===== src/rtl/actuator_sequencer.sv =====
// Actuator start sequencer with staggered, round-robin turn-ons and min-on/min-off timing.
// Each actuator has its own min-on and min-off timers. Grants happen one at a time,
// are spaced by the stagger interval, and are limited by MAX_ON. Turn-offs are immediate,
// and several may happen in the same cycle.
// Ports:
//   clk        - system clock, all state updates on the rising edge
//   reset_n    - asynchronous active-low reset
//   req        - requested actuator enables (bit i -> actuator A(i+1))
//   emergency  - when high, a request may start without waiting out the min-off time
//   act_en     - registered actuator drive
//   pending    - combinational: requested, allowed by EN_MASK, but not yet driven
//   busy       - high while the controller waits out the stagger interval
//   last_grant - index of the most recently started actuator
module actuator_sequencer #(
    parameter int unsigned      N_ACT       = 6,
    parameter int unsigned      STAGGER_CYC = 16,
    parameter int unsigned      MIN_ON_CYC  = 64,
    parameter int unsigned      MIN_OFF_CYC = 64,
    parameter int unsigned      MAX_ON      = 6,
    parameter logic [N_ACT-1:0] EN_MASK     = 6'b111101
) (
    input  logic             clk,
    input  logic             reset_n,
    input  logic [N_ACT-1:0] req,
    input  logic             emergency,
    output logic [N_ACT-1:0] act_en,
    output logic [N_ACT-1:0] pending,
    output logic             busy,
    output logic [2:0]       last_grant
);

    localparam int unsigned TMR_W = 8;
    localparam int unsigned IDX_W = 3;
    localparam int unsigned CNT_W = $clog2(N_ACT + 1);

    // A timer value of 0 lets the next edge act, so each timer is loaded with (cycles - 1).
    localparam logic [TMR_W-1:0] ON_LOAD   = TMR_W'(MIN_ON_CYC - 1);
    localparam logic [TMR_W-1:0] OFF_LOAD  = TMR_W'(MIN_OFF_CYC - 1);
    // SETTLE lasts STAGGER_CYC-1 cycles, and the IDLE cycle after it is the next grant slot.
    localparam bit               STAG_EN   = (STAGGER_CYC > 1);
    localparam logic [TMR_W-1:0] STAG_LOAD = STAG_EN ? TMR_W'(STAGGER_CYC - 2) : '0;
    localparam logic [CNT_W-1:0] MAX_ON_C  = CNT_W'(MAX_ON);
    localparam logic [IDX_W-1:0] LG_RST    = IDX_W'(N_ACT - 1);

    typedef enum logic {
        IDLE   = 1'b0,
        SETTLE = 1'b1
    } state_t;

    state_t                       state, state_nxt;
    logic [TMR_W-1:0]             stag_cnt, stag_nxt;
    logic [N_ACT-1:0]             act_nxt;
    logic [IDX_W-1:0]             lg_nxt;
    logic [N_ACT-1:0][TMR_W-1:0]  on_timer, on_nxt;
    logic [N_ACT-1:0][TMR_W-1:0]  off_timer, off_nxt;

    logic [CNT_W-1:0]             on_count;
    logic                         found_hi, found_lo;
    logic [IDX_W-1:0]             hi_idx, lo_idx, grant_idx;
    logic                         grant;

    // Eligibility, active count and round-robin pick.
    // The lowest eligible index above last_grant wins. If there is none, the search wraps
    // and the lowest eligible index overall wins.
    always_comb begin
        logic elig;
        on_count = '0;
        found_hi = 1'b0;
        found_lo = 1'b0;
        hi_idx   = '0;
        lo_idx   = '0;
        elig     = 1'b0;
        for (int unsigned i = 0; i < N_ACT; i++) begin
            on_count = on_count + CNT_W'(act_en[i]);
            elig = req[i] & EN_MASK[i] & ~act_en[i] & ((off_timer[i] == '0) | emergency);
            if (elig) begin
                if (!found_lo) begin
                    found_lo = 1'b1;
                    lo_idx   = IDX_W'(i);
                end
                if (!found_hi && (IDX_W'(i) > last_grant)) begin
                    found_hi = 1'b1;
                    hi_idx   = IDX_W'(i);
                end
            end
        end
        grant_idx = found_hi ? hi_idx : lo_idx;
        grant     = (state == IDLE) && found_lo && (on_count < MAX_ON_C);
    end

    // Next-state logic for the FSM, the timers and the actuator drive.
    always_comb begin
        state_nxt = state;
        stag_nxt  = stag_cnt;
        act_nxt   = act_en;
        lg_nxt    = last_grant;
        on_nxt    = on_timer;
        off_nxt   = off_timer;

        for (int unsigned i = 0; i < N_ACT; i++) begin
            on_nxt[i]  = (on_timer[i] == '0) ? '0 : on_timer[i] - TMR_W'(1);
            off_nxt[i] = (off_timer[i] == '0) ? '0 : off_timer[i] - TMR_W'(1);
            // A turn-off needs the request dropped and the min-on time served.
            if (act_en[i] && !req[i] && (on_timer[i] == '0)) begin
                act_nxt[i] = 1'b0;
                off_nxt[i] = OFF_LOAD;
            end
            if (grant && (grant_idx == IDX_W'(i))) begin
                act_nxt[i] = 1'b1;
                on_nxt[i]  = ON_LOAD;
            end
        end

        if (grant) begin
            lg_nxt = grant_idx;
        end

        case (state)
            IDLE: begin
                if (grant && STAG_EN) begin
                    state_nxt = SETTLE;
                    stag_nxt  = STAG_LOAD;
                end
            end
            SETTLE: begin
                if (stag_cnt == '0) begin
                    state_nxt = IDLE;
                end else begin
                    stag_nxt = stag_cnt - TMR_W'(1);
                end
            end
            default: state_nxt = IDLE;
        endcase
    end

    // State and datapath registers.
    always_ff @(posedge clk or negedge reset_n) begin
        if (!reset_n) begin
            state      <= IDLE;
            stag_cnt   <= '0;
            act_en     <= '0;
            last_grant <= LG_RST;
            on_timer   <= '0;
            off_timer  <= '0;
        end else begin
            state      <= state_nxt;
            stag_cnt   <= stag_nxt;
            act_en     <= act_nxt;
            last_grant <= lg_nxt;
            on_timer   <= on_nxt;
            off_timer  <= off_nxt;
        end
    end

    assign pending = req & EN_MASK & ~act_en;
    assign busy    = (state == SETTLE);

endmodule


===== config.mk =====
export PLATFORM = sky130hd
export DESIGN_NAME = actuator_sequencer
export DESIGN_NICKNAME = d
export VERILOG_FILES = /design/src/rtl/actuator_sequencer.sv
export SDC_FILE = /design/constraint.sdc
export NUM_CORES = 1
export LEC_CHECK = 0
export ABC_AREA = 1
export BUFFER_PORTS_ARGS = -buffer_cell sky130_fd_sc_hd__buf_2
export CELL_PAD_IN_SITES_DETAIL_PLACEMENT = 1
export CELL_PAD_IN_SITES_GLOBAL_PLACEMENT = 1
export CORE_MARGIN = 2
export CORE_UTILIZATION = 47
export DETAILED_ROUTE_END_ITERATION = 10
export GPL_ROUTABILITY_DRIVEN = 1
export GPL_TIMING_DRIVEN = 0
export PLACE_DENSITY = 0.84
export SYNTH_ARGS = -nofsm -noshare
export SYNTH_HDL_FRONTEND = slang
export SYNTH_SLANG_ARGS = --single-unit

===== constraint.sdc =====
create_clock -name clk -period 3.9 [get_ports clk]
set_input_delay 0.585 -clock clk [delete_from_list [all_inputs] [get_ports clk]]
set_output_delay 0.585 -clock clk [all_outputs]
set_load 0.005 [all_outputs]

Yosys cells after proc, flatten, opt, wreduce, memory -nomap -nowiden
Index checks and enable logic that the tools add are counted.
- flip-flop bits (word level): 106
- logic and storage cells: 199
- input port bits: 9
- output and inout bits: 16
- equality and inequality tests: 7
- order comparisons: 6
- multiplexer cells: 72
- reduce and logical (&&, ||, !) cells: 54
- add/sub/neg operators: 17
- bitwise gates (word level): 23
- operators by type and width (cell ; number):
    $mux 8 ; 24
    $logic_not 8->1 ; 12
    $sub 8x1->8 const B ; 12
    $mux 3 ; 13
    $mux 1 ; 29
    $logic_and 1x1->1 ; 24
    $pmux 8 s2 ; 1
    $reduce_bool 2->1 ; 6
    $and 1x1->1 ; 10
    $logic_not 1->1 ; 10
    $add 3x1->3 ; 3
    $mux 2 ; 4
    $and 6x6->6 ; 1
    $eq 3x2->1 const B ; 2
    $eq 3x3->1 const B ; 2
    $gt 2x3->1 const A ; 2
    $gt 3x3->1 const A ; 2
    $not 1->1 ; 6
    $not 6->6 ; 1
    $or 1x1->1 ; 5
    $ne 2x2->1 const B ; 2
    $add 2x1->3 ; 1
    $eq 3x1->1 const B ; 1
    $gt 1x3->1 const A ; 1
    other kinds (5) ; 5

Depth between registers and ports, before layout
Gate-level depths: netlist of the first run.
- word-level depth: 24
- gate-level depth with buffers: 14
- mapped depth without buffers: 14

Worst setup path before layout of the first run
OpenSTA, ideal clock, no wires.
- path kind: register to register
- start point: register act_en[0]
- end point: register stag_cnt[2]
- buffers on the path: 1
- period minus slack after synthesis: 2.882 ns
- data required time: 3.773 ns
- data arrival time: 2.754 ns
- library setup time: 0.127 ns
- path slack: 1.018 ns
- stages on the path, launching flop included: 11
- path through: dfrtp_1 > fa_1 > inv_1 > fa_1 > inv_1 > nand2_1 > fa_1 > o21ai_0 > nor2_4 > buf_6 > or2_2
- longest elaborated chain between the ends: 12
- elaborated cells between the ends (all ways): 18
- classes of those cells: add/sub: 5; order compare: 1; eq/ne: 1; mux: 5; bitwise: 3; reduce/logical: 3
- ends and longest elaborated chain (what ; line ; RTL):
    start: declaration ; 26 ; output logic [N_ACT-1:0] act_en,
    start signal: assignment ; 148 ; act_en <= act_nxt;
    parallel branches: the longest is 9 deep, another holds $add 2x1->3 ; - ;
    $logic_and 1x1->1 (*) ; 88 ; grant = (state == IDLE) && found_lo && (on_count < MAX_ON_C);
    $ne 2x2->1 (no source line) (*) ; - ;
    $reduce_and 2->1 (no source line) (*) ; - ;
    end signal: assignment ; 147 ; stag_cnt <= stag_nxt;
    end: declaration ; 51 ; logic [TMR_W-1:0] stag_cnt, stag_nxt;
Every way passes the cells marked *.
A chain may end at the register's enable or synchronous reset.

Worst setup path in the final report of the first run
- start point: register act_en[0]
- end point: register stag_cnt[0]
The elaborated chain is that of the path after synthesis.

==> results of run 1 <==
## power by group
group / internal, mW / total, mW / leakage, nW / switching, mW
combinational: 0.785 / 1.99 / 1.75 / 1.21
sequential: 1.57 / 1.96 / 1.28 / 0.394
clock: 0.521 / 0.950 / 0.146 / 0.429
## through the flow
stage	util (%)	hold slack [ps]	area, sq um
6_report	53.1	262	6330
5_1_grt	53.1	302	6330
4_1_cts	53.1	277	6330
3_5_place_dp	50.5	437	6020
3_3_place_gp	50.3	414	5990
2_1_floorplan	-	289	5690
## logic make-up after synthesis
group / after synthesis / share of synthesized area [%]
fa+ha+maj: 19 / 4.58
xor+xnor: 31 / 4.77
flops: 106 / 46.7
compound gates: 100 / 9.70
buf+inv: 104 / 7.06
other cells: 1 / 0.0659
simple gates: 329 / 27.1
## routing by layer
| metal | routed length (um) | vias to the layer above | global-route usage [%] | share of wire, % |
|---|---|---|---|---|
| li1 | - | 2269 | - | - |
| met1 | 5510 | 2281 | 25.8 | 41 |
| met2 | 7290 | 35 | 42.1 | 55 |
| met3 | 355 | 17 | 5.26 | 2.7 |
| met4 | 175 | 0 | 6.02 | 1.3 |
| met5 | 0 | - | 0 | 0 |
## area by class of cell
| class | count | area [sq um] |
|---|---|---|
| Multi-Input combinational cell | 480 | 2630 |
| Timing Repair Buffer | 24 | 145 |
| Inverter | 102 | 383 |
| Clock inverter | 6 | 71.3 |
| Fill cell | 1486 | 5580 |
| Sequential cell | 106 | 2660 |
| Buffer | 2 | 18.8 |
| Tap cell | 147 | 184 |
| Clock buffer | 10 | 239 |
## Yosys cell counts, types with 4 or more instances
cell | number | area share [%]
o21ai_1 | 12 | 1.1
nor2_1 | 91 | 6.0
inv_1 | 101 | 6.7
ha_1 | 16 | 3.5
nand2_1 | 128 | 8.4
nor2_4 | 4 | 0.79
nand2_2 | 7 | 0.77
nand3_1 | 28 | 2.5
nor3_1 | 28 | 2.5
nor2_2 | 8 | 0.88
o21ai_0 | 56 | 4.9
xor2_1 | 18 | 2.8
xnor2_1 | 13 | 2.0
dfrtp_1 | 104 | 46
a21oi_1 | 17 | 1.5
or2_2 | 10 | 1.1
nand4_1 | 8 | 0.88
## sequential cells by signal, indices dropped and copies added, names as in the netlist
name,cells
busy,1
stag_cnt,8
act_en,6
last_grant,3
off_timer,40
on_timer,48
## path summary, 6_finish.rpt
path	to	slack [ps]	depth (start not counted)
setup / recovery	stag_cnt[0]	840	11
hold / removal	off_timer[5]	260	1
setup reg to reg	stag_cnt[0]	840	11
hold reg to reg	on_timer[8]	440	1
max in group asynchronous	last_grant[0]	2910	2
min in group clk	on_timer[8]	440	1
==> metrics.csv, run 1 <==
metric,value,unit
max_stage_delay,570,ps
ioPinCount,25,
final_cell_mix,"nand2_1 (128), dfrtp_1 (104), inv_1 (101), nor2_1 (91), o21ai_0 (56)",
cap_violations,0,
cp_data_required_time,4170,ps
grt_pass1_wl,23200,um
grt_pass1_vias,4991,
critPathLaunch,act_en[0],
gp_congestion,0.842,
grt_setup_unrepaired,false,
synth_cells,690,
chipWidth,114,um
initial_utilization,47.8,%
dieArea,13000,sq um
clock_latency,360,ps
slew_viol_final,0,
synth_seq_cells,106,
irDropWorstVdd,0.395,mV
fin_cells,877,
grt_max_degree,59,
timing.rr.start,act_en[0],
slew_headroom,55.6,%
p_per_area,775,nW/um^2
outcome,"complete, no violations",
p_leak,3.18,nW
syn_area,5690,sq um
placeableCoreArea,11900,sq um
synth_cell_type_count,46,
synth-seq-area-share,46.7,%
wl,13300,um
end_kind,flop,
fmax,326,MHz
crit_chain,"fa_1, inv_1, fa_1, inv_1, nand2_1, fa_1, o21ai_0, nor2_4, inv_1, nand2_1, o21ai_0",
cts_setup_buffers,0,
power,4.90,mW
worst_pin_slew,667,ps
place_ws,796,ps
synthFlopType,dfrtp_1,
setup_slack,835,ps
vias,4602,
area_growth,11.2,%
wl_per_cell,15.2,um
fin_setup_tns,0,ps
slowest_stage,fa_1,
numCtsBuffers,9,
finalCritPeriodShare,78.6,%
crit_type,flop to flop,
critPathTopFamily,adder cells,
dp_hpwl,10000,um
rows,40,
antenna_found_initial,0,
synth-edff-count,0,
cts_num_sinks,106,
syn_nets,718,
drt_first_iter_violations,157,
finalSetupViolCount,0,
cts_hold_buf,0,
hp-class,primary input to asynchronous set/reset pin,
routed_via_density,5.25,
cts_tree,built,
first_pass_iters,4,
drive_above_1_share,11.9,%
drc,0,
ant_nets,0,
cp_max_fo,6,
track_usage,22.6,%
final_net_count,753,
critical_path.startpoint_type,flop,
async_flop_share,100,%
io_buffers,23,
path_buf_inv,3,
die_y,114,um
final_common_cell,nand2_1,
fin_crit,3060,ps
cp.arrival,3340,ps
overflow,0,
htreeDepth,3,
yosys_warnings,0,
cts_resized,0,
clk_pin_slew,70,ps
fin_skew,11.8,ps
hold_viol_final,0,
synth_area_per_cell,8.24,sq um
cts-root-buf,clkbuf_16,
antennaDiodeCount,0,
clk_path_buf_depth,2,
dp.cells,861,
Power figures use the tool's default switching activity.
==> run 2: changes to the inputs <==
--- a/config.mk
+++ b/config.mk
@@ -10,11 +10,11 @@
 export CELL_PAD_IN_SITES_DETAIL_PLACEMENT = 1
 export CELL_PAD_IN_SITES_GLOBAL_PLACEMENT = 1
 export CORE_MARGIN = 2
-export CORE_UTILIZATION = 47
+export CORE_UTILIZATION = 42
 export DETAILED_ROUTE_END_ITERATION = 10
 export GPL_ROUTABILITY_DRIVEN = 1
 export GPL_TIMING_DRIVEN = 0
-export PLACE_DENSITY = 0.84
+export PLACE_DENSITY = 0.79
 export SYNTH_ARGS = -nofsm -noshare
 export SYNTH_HDL_FRONTEND = slang
 export SYNTH_SLANG_ARGS = --single-unit
==> constraint.sdc (replaced) <==
create_clock -name clk -period 2.7 [get_ports clk]
set_input_delay 0.405 -clock clk [delete_from_list [all_inputs] [get_ports clk]]
set_output_delay 0.405 -clock clk [all_outputs]
set_load 0.005 [all_outputs]
==> run 2 against run 1 <==
  * The run now ends with negative setup slack left
  * Critical path depth stayed put
  * Sequential share of layout area is 1.7 points lower
  * Combinational power is 63% higher
  * Critical path type unchanged
  * Clock-buffer cell count is 2 higher
  * Register-to-register slack worse by 1100 ps
  * Sequential cell count stayed put
  * Worst hold slack worse by 180 ps
  * Largest power group unchanged
  * Cell area is 4.2% higher
  * Clock skew is 4.7 ps lower
  * First-iteration DRC count is 15% lower
==> metrics.csv, run 2 (synthesized netlist as in run 1, its figures left out) <==
metric,value,unit,change
outcome,finished with violations,,"was complete, no violations"
violations,negative setup slack,,
combPwrFrac,43.8,%,was 40.6%
fin_setup_tns,-9120,ps,was 0 ps
max_stage_delay,560,ps,was 570 ps
track_usage,20.0,%,was 22.6%
cp_data_required_time,2940,ps,was 4170 ps
fill_cells,1614,,was 1486
irDropWorstVdd,0.484,mV,was 0.395 mV
routed_via_density,5.09,,was 5.25
r2r_end,stag_cnt[2],,was stag_cnt[0]
path_common_cell,fa_1,,
initial_utilization,43.0,%,was 47.8%
cp_max_fo,6,,unchanged
fmax,341,MHz,was 326 MHz
ioPinCount,25,,unchanged
cap_violations,0,,unchanged
drive_above_1_share,17.3,%,was 11.9%
clock_latency,350,ps,was 360 ps
clk_path_buf_depth,2,,unchanged
htreeDepth,3,,unchanged
intPower,4.32,mW,was 2.87 mW
grt_max_degree,59,,unchanged
grt_pass1_vias,5031,,was 4991
numCtsBuffers,9,,unchanged
wl,13400,um,was 13300 um
critical_path.startpoint_type,flop,,unchanged
power,7.38,mW,was 4.90 mW
cts_tree,built,,unchanged
dp.cells,890,,was 861
fin_crit,2940,ps,was 3060 ps
drt_first_iter_violations,134,,was 157
cts_hold_buf,0,,unchanged
largest-register,on_timer,,unchanged
dp_hpwl,9740,um,was 10000 um
fin_util,49.8,%,was 53.1%
seqPwrFrac,38.5,%,was 40.0%
grt_pass1_wl,23500,um,was 23200 um
stdcell_area,6600,sq um,was 6330 sq um
finalSetupViolCount,57,,was 0
p_per_area,1120,nW/um^2,was 775 nW/um^2
slew_headroom,57.1,%,was 55.6%
setup_slack,-236,ps,was 835 ps
first_pass_iters,4,,unchanged
crit_type,flop to flop,,unchanged
p_sw,3.06,mW,was 2.03 mW
rows,42,,was 40
timing.rr.start,act_en[1],,was act_en[0]
antennaDiodeCount,0,,unchanged
final_common_cell,nand2_1,,unchanged
reg_top3,"on_timer: 48 flops, off_timer: 40 flops, stag_cnt: 8 flops",,unchanged
die_y,120,um,was 114 um
crit_chain,"fa_1, inv_2, fa_1, inv_1, nand2_2, fa_1, o21ai_2, nor2_4, buf_8, buf_12, or2_4",,"was fa_1, inv_1, fa_1, inv_1, nand2_1, fa_1, o21ai_0, nor2_4, inv_1, nand2_1, o21ai_0"
wl_per_cell,14.6,um,was 15.2 um
slowest_stage,fa_1,,unchanged
grt_setup_unrepaired,true,,was false
cts_num_sinks,106,,unchanged
vias,4660,,was 4602
p_leak,3.24,nW,was 3.18 nW
hp-class,primary input to asynchronous set/reset pin,,unchanged
final_cell_mix,"nand2_1 (117), dfrtp_1 (102), inv_1 (96), nor2_1 (87), o21ai_0 (47)",,"was nand2_1 (128), dfrtp_1 (104), inv_1 (101), nor2_1 (91), o21ai_0 (56)"
netSwitchingFraction,41.4,%,about the same
slew_viol_final,0,,unchanged
largest_register_ffs,48,,unchanged
area_growth,15.9,%,was 11.2%
gp_congestion,0.818,,was 0.842
io_buffers,23,,unchanged
fin_cells,916,,was 877
finalCritPeriodShare,109,%,was 78.6%
dieArea,14500,sq um,was 13000 sq um
final_net_count,763,,was 753
antenna_found_initial,0,,unchanged
regToRegSetupSlack,-240,ps,was 840 ps
power.share.clock,17.7,%,was 19.4%
overflow,0,,unchanged
cts-root-buf,clkbuf_16,,unchanged
placeableCoreArea,13200,sq um,was 11900 sq um
drc,0,,unchanged
clk_pin_slew,70,ps,about the same
ant_nets,0,,unchanged
cp.arrival,3180,ps,was 3340 ps
end_kind,flop,,unchanged
worst_pin_slew,643,ps,was 667 ps
hold_viol_final,0,,unchanged
fin_skew,7.15,ps,was 11.8 ps
r2r_cells,11,,unchanged
placed_area,6060,sq um,was 6020 sq um
chipWidth,120,um,was 114 um
[run 2: cell types whose count changed in the layout (fill, tap and decap cells not counted), moves of 4 or more]
cell,previous run,this run
inv_2,1,5
nand2_2,7,17
nand2_1,128,117
o21ai_2,1,11
nor2_4,4,8
buf_4,2,8
inv_1,101,96
o21ai_0,56,47
nor2_1,91,87
[run 2: what timing repair did]
item,in CTS,in global routing
gates resized for setup,24,29
pin swaps,10,4
endpoints found under the setup margin,57,57
buffers inserted,6,3
gates cloned,1,0
[run 2: critical path, delay by kind of cell, from the launching register on]
kind | cells | cell delay (ps)
AOI/OAI and AO/OA | 1 | 170
and+or+nand+nor | 3 | 350
buffers and inverters | 4 | 400
adders and majority gates | 3 | 1450
DFF | 1 | 440
[run 2: worst max path at each step]
| stage | from | to | slack (ps) |
|---|---|---|---|
| after detailed placement | act_en[0] | on_timer[31] | -330 |
| after global placement | act_en[1] | on_timer[31] | -220 |
| final | act_en[1] | stag_cnt[2] | -240 |
| after CTS | act_en[1] | on_timer[6] | -250 |
| after floorplan | act_en[0] | stag_cnt[2] | -10 |
| after global routing | act_en[1] | stag_cnt[2] | -320 |
[run 2: layer usage]
metal	GRT usage (%)	wire length (um)
met5	0	0
met4	4.87	111
met3	4.39	322
met2	36.4	7080
met1	24.1	5850
[run 2: final cells by class]
class / instances / area, sq um / area share, %
Tap cell: 176 / 220 / 3.34
Inverter: 102 / 388 / 5.88
Clock inverter: 4 / 53.8 / 0.816
Timing Repair Buffer: 33 / 241 / 3.66
Clock buffer: 12 / 236 / 3.59
Sequential cell: 106 / 2660 / 40.3
Buffer: 2 / 22.5 / 0.341
Multi-Input combinational cell: 481 / 2780 / 42.1
[run 2: stage by stage]
step / setup slack (ps) / hold WS, ps
floorplan: -10.4 / 109
global placement: -223 / 415
detailed placement: -325 / 420
CTS: -248 / 93.8
global route: -321 / 120
finish: -236 / 85.2
[run 2: power groups by stage]
stage                     clock [mW]  sequential, mW  combinational [mW]
after detailed placement           0            2.85                2.89
after CTS                       1.36            2.84                3.11
final                           1.30            2.84                3.24
after global placement             0            2.80                2.67
after global routing            1.42            2.94                3.70
after floorplan                    0            2.70                2.22
